<file path="src/rtl/activity_led_bank.sv">
// Multi-channel activity LED driver: activity flashes with forced gaps, shared blink, steady/off.
// Optional global PWM dimming (dim port) when ACTLED_DIM_EN is defined.
module activity_led_bank #(
    parameter int unsigned         CHANNELS = 4,
    parameter logic [15:0]         CLK_MHZ  = 16'd50,
    parameter logic [CHANNELS-1:0] LED_POL  = {CHANNELS{1'b0}}
) (
    input  logic                  clk,
    input  logic                  rst_n,
    input  logic [CHANNELS-1:0]   signal,
    input  logic [15:0]           msec,
    input  logic [2*CHANNELS-1:0] mode,
`ifdef ACTLED_DIM_EN
    input  logic [3:0]            dim,
`endif
    output logic [CHANNELS-1:0]   led,
    output logic                  busy
);

    localparam logic [19:0] PreMax = 20'(32'(CLK_MHZ) * 32'd1000 - 32'd1);

    localparam logic [1:0] ModeOff   = 2'b00;
    localparam logic [1:0] ModeAct   = 2'b01;
    localparam logic [1:0] ModeBlink = 2'b10;
    localparam logic [1:0] ModeOn    = 2'b11;

    typedef enum logic [1:0] {StIdle, StOn, StGap} act_state_e;

    logic [CHANNELS-1:0]   sync1_q, sync2_q, prev_q, edges;
    logic [19:0]           pre_q;
    logic                  tick;
    logic [15:0]           msec_eff;
    logic [15:0]           blink_cnt_q, blink_cnt_d;
    logic                  phase_q, phase_d;
    logic [2*CHANNELS-1:0] mode_q;
    act_state_e            state_q [CHANNELS];
    act_state_e            state_d [CHANNELS];
    logic [15:0]           cnt_q   [CHANNELS];
    logic [15:0]           cnt_d   [CHANNELS];
    logic [CHANNELS-1:0]   pend_q, pend_d;
    logic [CHANNELS-1:0]   lit_d, led_d, led_q;

    assign tick     = (pre_q == PreMax);
    assign msec_eff = (msec == 16'd0) ? 16'd1 : msec;
    assign edges    = sync2_q ^ prev_q;

    always_comb begin
        blink_cnt_d = blink_cnt_q;
        phase_d     = phase_q;
        if (tick) begin
            // >= keeps the counter sane if msec shrinks below the current count
            if (blink_cnt_q >= msec_eff - 16'd1) begin
                blink_cnt_d = 16'd0;
                phase_d     = ~phase_q;
            end else begin
                blink_cnt_d = blink_cnt_q + 16'd1;
            end
        end
    end

    always_comb begin
        pend_d = pend_q;
        lit_d  = '0;
        for (int unsigned i = 0; i < CHANNELS; i++) begin
            state_d[i] = state_q[i];
            cnt_d[i]   = cnt_q[i];
            // A fresh mode (or any non-activity mode) parks the channel in idle.
            if (mode[2*i +: 2] != mode_q[2*i +: 2] || mode[2*i +: 2] != ModeAct) begin
                state_d[i] = StIdle;
                cnt_d[i]   = 16'd0;
                pend_d[i]  = 1'b0;
            end else begin
                case (state_q[i])
                    StIdle: begin
                        if (edges[i]) begin
                            state_d[i] = StOn;
                            cnt_d[i]   = msec_eff;
                        end
                    end
                    StOn: begin
                        if (edges[i]) pend_d[i] = 1'b1;
                        if (tick) begin
                            if (cnt_q[i] <= 16'd1) begin
                                state_d[i] = StGap;
                                cnt_d[i]   = msec_eff;
                            end else begin
                                cnt_d[i] = cnt_q[i] - 16'd1;
                            end
                        end
                    end
                    StGap: begin
                        if (edges[i]) pend_d[i] = 1'b1;
                        if (tick) begin
                            if (cnt_q[i] <= 16'd1) begin
                                if (pend_q[i] || edges[i]) begin
                                    state_d[i] = StOn;
                                    cnt_d[i]   = msec_eff;
                                end else begin
                                    state_d[i] = StIdle;
                                    cnt_d[i]   = 16'd0;
                                end
                                pend_d[i] = 1'b0;
                            end else begin
                                cnt_d[i] = cnt_q[i] - 16'd1;
                            end
                        end
                    end
                    default: begin
                        state_d[i] = StIdle;
                        cnt_d[i]   = 16'd0;
                        pend_d[i]  = 1'b0;
                    end
                endcase
            end
            // Next-state lit feeds the output register so edge-to-LED stays at 3 cycles.
            case (mode[2*i +: 2])
                ModeOff:   lit_d[i] = 1'b0;
                ModeAct:   lit_d[i] = (state_d[i] == StOn);
                ModeBlink: lit_d[i] = phase_d;
                ModeOn:    lit_d[i] = 1'b1;
                default:   lit_d[i] = 1'b0;
            endcase
        end
    end

`ifdef ACTLED_DIM_EN
    logic [3:0] pwm_q;

    always_ff @(posedge clk or negedge rst_n) begin
        if (!rst_n) pwm_q <= 4'd0;
        else        pwm_q <= pwm_q + 4'd1;
    end

    assign led_d = (lit_d & {CHANNELS{pwm_q < dim}}) ^ LED_POL;
`else
    assign led_d = lit_d ^ LED_POL;
`endif

    always_ff @(posedge clk or negedge rst_n) begin
        if (!rst_n) begin
            sync1_q     <= '0;
            sync2_q     <= '0;
            prev_q      <= '0;
            pre_q       <= '0;
            blink_cnt_q <= '0;
            phase_q     <= 1'b0;
            mode_q      <= '0;
            pend_q      <= '0;
            led_q       <= LED_POL;
            for (int unsigned i = 0; i < CHANNELS; i++) begin
                state_q[i] <= StIdle;
                cnt_q[i]   <= '0;
            end
        end else begin
            sync1_q     <= signal;
            sync2_q     <= sync1_q;
            prev_q      <= sync2_q;
            pre_q       <= tick ? 20'd0 : pre_q + 20'd1;
            blink_cnt_q <= blink_cnt_d;
            phase_q     <= phase_d;
            mode_q      <= mode;
            pend_q      <= pend_d;
            led_q       <= led_d;
            for (int unsigned i = 0; i < CHANNELS; i++) begin
                state_q[i] <= state_d[i];
                cnt_q[i]   <= cnt_d[i];
            end
        end
    end

    always_comb begin
        busy = 1'b0;
        for (int unsigned i = 0; i < CHANNELS; i++) begin
            if (mode[2*i +: 2] == ModeAct && state_q[i] != StIdle) busy = 1'b1;
        end
    end

    assign led = led_q;

endmodule
</file>
<file path="config.mk">
export PLATFORM = sky130hd
export DESIGN_NAME = activity_led_bank
export DESIGN_NICKNAME = d
export VERILOG_FILES = /design/src/rtl/activity_led_bank.sv
export SDC_FILE = /design/constraint.sdc
export NUM_CORES = 1
export LEC_CHECK = 0
export ABC_CLOCK_PERIOD_IN_PS = 2300
export CORE_MARGIN = 2
export CORE_UTILIZATION = 45
export CTS_BUF_LIST = sky130_fd_sc_hd__clkbuf_8
export DETAILED_ROUTE_END_ITERATION = 7
export RECOVER_POWER = 25
export SLEW_MARGIN = 20
export SYNTH_ARGS = -nofsm -noshare
export SYNTH_HDL_FRONTEND = slang
export SYNTH_SLANG_ARGS = --single-unit
</file>
<file path="constraint.sdc">
create_clock -name clk -period 2.3 [get_ports clk]
set_input_delay 0.46 -clock clk [delete_from_list [all_inputs] [get_ports clk]]
set_output_delay 0.46 -clock clk [all_outputs]
set_load 0.005 [all_outputs]
</file>
==> metrics.md <==
| Metric | Value |
|---|---|
| Post-synth cell types | `77` |
| Syn_area_per_cell | `9.000 sq um` |
| Clk pwr share | `a little under two fifths` |
| DR vias | `~8.6k` |
| Comb pwr share | `approximately 16%` |
| Initial Util | `between 40% and 50%` |
| Largest net degree at the start of global routing | `59` |
| Worst Path Max Fanout | `5` |
| Critical R2R Capture | `led[3]` |
| RR Startpoint | `blink_cnt_q[11]` |
| Max_cap viols | `1` |
| Final Util | `61.39%` |
| Relative slew margins | `-6.749%` |
| Outcome | `finished with violations` |
| Max Used Layer | `met4` |
| Critical path launch point type | `primary input` |
| Layout area overhead | `34.82%` |
| Synth top cells by count | `dfrtp_1 (137), o21ai_0 (90), nand2_1 (78)` |
| Total power | `5.305 mW` |
| Clock sink total | `137` |
| Crit path required time | `between 2 and 3 ns` |
| Final Skew | `approximately 0.019 ns` |
| Final hold vios | `0` |
| Worst R2R Path Depth | `8` |
| GP Congestion | `0.9164` |
| Worst Max-Slew Pin Slew | `1.601 ns` |
| Cells after Synth | `975` |
| Met1 Wirelength | `around 12000 microns` |
| Mapped Nets | `roughly 1.0k` |
| Avg Vias per Cell | `roughly 5.8` |
| Initial DRC count | `just over 500` |
| Final Instance Count excl. Fillers | `approximately 1.5k` |
| Area leader, netlist | `dfrtp_1` |
| Clk_lat worst skew | `approximately 0.47 ns` |
| Violated checks | `capacitance limit, slew limit, setup timing` |
| Hold Crit Depth | `0` |
| Initial antenna violation count | `0` |
| Dominant synthesized flop cell | `dfrtp_1` |
| DIE HEIGHT | `143.6 microns` |
| Die Area | `~21000 sq um` |
| Core region area | `slightly below 20000 sq um` |
| Nets | `~1.3k` |
| CP Capture Type | `flip-flop` |
| Setup WS pre-CTS | `-2.101 ns` |
| Worst path arrival time | `around 3.6 ns` |
| CTS Buf Count | `17` |
| HPWL after DPL | `~20000 microns` |
| I/O pin cnt | `35` |
| Final wirelength | `about 27000 microns` |
| DRC | `0` |
| Sw Share | `around 30%` |
| Post-synth top area share | `between 30 and 40%` |
| # port buffers | `34` |
| CTS H-Tree Depth | `4` |
| Max VDD drop | `around 0.33 mV` |
| Cell area after synthesis | `approximately 8800 sq um` |
| Max clock buf depth | `2` |
| CTS tree | `yes` |
| First-pass GRT wire length | `roughly 44000 microns` |
| Hold Crit Class | `reg -> reg` |
| Ant. Diodes | `0` |
| Yosys reg bits | `roughly 140` |
| Total track usage | `approximately 28%` |
| Share of cells above drive strength 1 | `between 20% and 30%` |
| Hold worst-path end | `sync2_q[1]` |
| Period utilization | `139.5%` |
| Hold wc startpoint | `sync1_q[1]` |
| Vias in the first global route | `between 8k and 9k` |
| Crit. Startpoint | `msec[4]` |
| Post-synth EDFFs | `0` |
| Met2 WL post-DR | `about 13000 microns` |
| Register area | `~3400 sq um` |
| Dominant cells by area after synthesis | `dfrtp_1 (39%), ha_1 (6.0%), o21ai_0 (5.1%)` |
| Static Leak | `between 5 and 6 nW` |
| Post-synthesis sequential area ratio | `between 30 and 40%` |
| Total gr overflow | `0` |
| Pwr dens | `448.4 nW/um^2` |
| Min Clock Period, post-route | `3.208 ns` |
| Async set or reset register ratio after synthesis | `100.0%` |
| Final ANT Viol Nets | `0` |
| Most common cell in the netlist | `dfrtp_1` |
| CTS clk-pin slew, worst paths | `~0.090 ns` |
| First-pass iteration count of the detailed router | `5` |
| CTS root buf | `clkbuf_8` |
| Flop pwr share | `46.6%` |
| Critical path class | `in -> reg` |
| YS warnings | `0` |
| Post-Place Cells | `about 1.4k` |
| Filler instances | `1694` |
| Rows | `51` |
| Reg2reg setup slack | `-0.24 ns` |
| Final worst slack | `-0.9084 ns` |
| Drt wl/cell | `18.49 microns` |
| Max Freq | `0.3117 GHz` |
| # setup viols final | `22` |
| Width of the die | `143.6 microns` |
| Met3 wire length | `approximately 1500 microns` |
| Multi-input gate area | `roughly 5500 sq um` |
| Pint | `between 3 and 4 mW` |
| Switch Pwr | `~1.6 mW` |
| Unrepaired setup endpoints after global routing | `true` |
| Slew Limit Fails | `between 50 and 60` |
==> how the worst max path moves through the flow <==
stage	end	slack (ns)	depth (start not counted)
after CTS	led[3]	-0.99	16
after detailed placement	led[3]	-2.10	15
after global routing	led[3]	-1.05	16
after floorplan	led[0]	-1.19	13
final	led[3]	-0.91	14
after global placement	led[3]	-2.05	15
==> repair_timing <==
action                                 CTS  global route
cloned                                   1             0
hold buffers                             1             0
setup buffers                            6            11
gates resized for setup                 99            86
pin swaps                               33            35
endpoints found under the hold margin   41             0
setup endpoints to repair               53            89
==> final cells by class <==
type	instances	share of cell area, %
flip-flops and latches	137	28.98
inverters	48	1.523
clock buffers	18	2.094
well taps	265	2.803
repair buffers	248	16.96
multi-input cells	756	46.47
clock inverters	14	1.163
==> cell usage in the layout (no fill, tap or decap), types with 24 or more instances in the layout <==
| cell | netlist | final |
|---|---|---|
| a21oi_1 | 47 | 44 |
| a22o_1 | 24 | 24 |
| buf_4 | 2 | 198 |
| dfrtp_1 | 137 | 137 |
| ha_1 | 42 | 41 |
| inv_1 | 48 | 45 |
| nand2_1 | 78 | 72 |
| nand3_1 | 32 | 30 |
| nor2_1 | 66 | 61 |
| nor3_1 | 38 | 33 |
| o21ai_0 | 90 | 58 |
| o21ai_1 | 4 | 28 |
| xnor2_1 | 27 | 25 |
| xor2_1 | 31 | 30 |
==> state kept, by name (all words and copies together), names as in the netlist, 8 cells and up <==
| name | flops |
|---|---|
| pre_q | 20 |
| cnt_q | 64 |
| mode_q | 8 |
| state_q | 8 |
| blink_cnt_q | 16 |
==> per-stage QoR <==
step / cell area, sq um / hold WS (ns) / TNS (ns)
finish: 11830 / 0.3500 / -16.34
global route: 11830 / 0.3684 / -21.33
CTS: 11500 / 0.3579 / -18.26
detailed placement: 10850 / 0.3363 / -44.95
global placement: 10850 / 0.3327 / -43.89
floorplan: 8851 / 0.1644 / -23.94
==> power groups by stage <==
| stage | sequential, mW | combinational (mW) | clock, mW |
|---|---|---|---|
| 3_5_place_dp | 2.52 | 0.767 | 0 |
| 4_1_cts | 2.47 | 0.792 | 2.06 |
| 3_3_place_gp | 2.52 | 0.762 | 0 |
| 2_1_floorplan | 2.52 | 0.394 | 0 |
| 5_1_grt | 2.48 | 0.907 | 2.15 |
| 6_report | 2.47 | 0.831 | 2.00 |
==> layer usage <==
metal | global-route usage (%) | vias up
met5 | 0 | -
met4 | 10.22 | 0
met3 | 4.765 | 50
met2 | 43.91 | 236
met1 | 38.12 | 4165
li1 | - | 4115
==> kinds of logic after synthesis <==
kind of cell               Yosys count  share of synthesized area (%)
AOI/OAI and AO/OA                  306                          23.83
xor gates and xnor gates            58                          5.789
adders and majority gates           42                          5.989
buffers and inverters               83                          3.821
DFF                                137                          39.07
muxes                                3                         0.3707
and+or+nand+nor                    346                          21.13
==> critical path, stage by stage <==
cell and delay (ns):
buf_8 0.10, nor4_4 0.32, buf_4 0.20, nand2_8 0.07
or4_4 0.43, a21oi_2 0.13, ha_1 0.16, nand4_1 0.11
or4_1 0.51, o32a_1 0.42, a21oi_4 0.27, buf_6 0.14
nand3b_1 0.09, o2bb2ai_2 0.15
(Power assumes the default switching activity.)
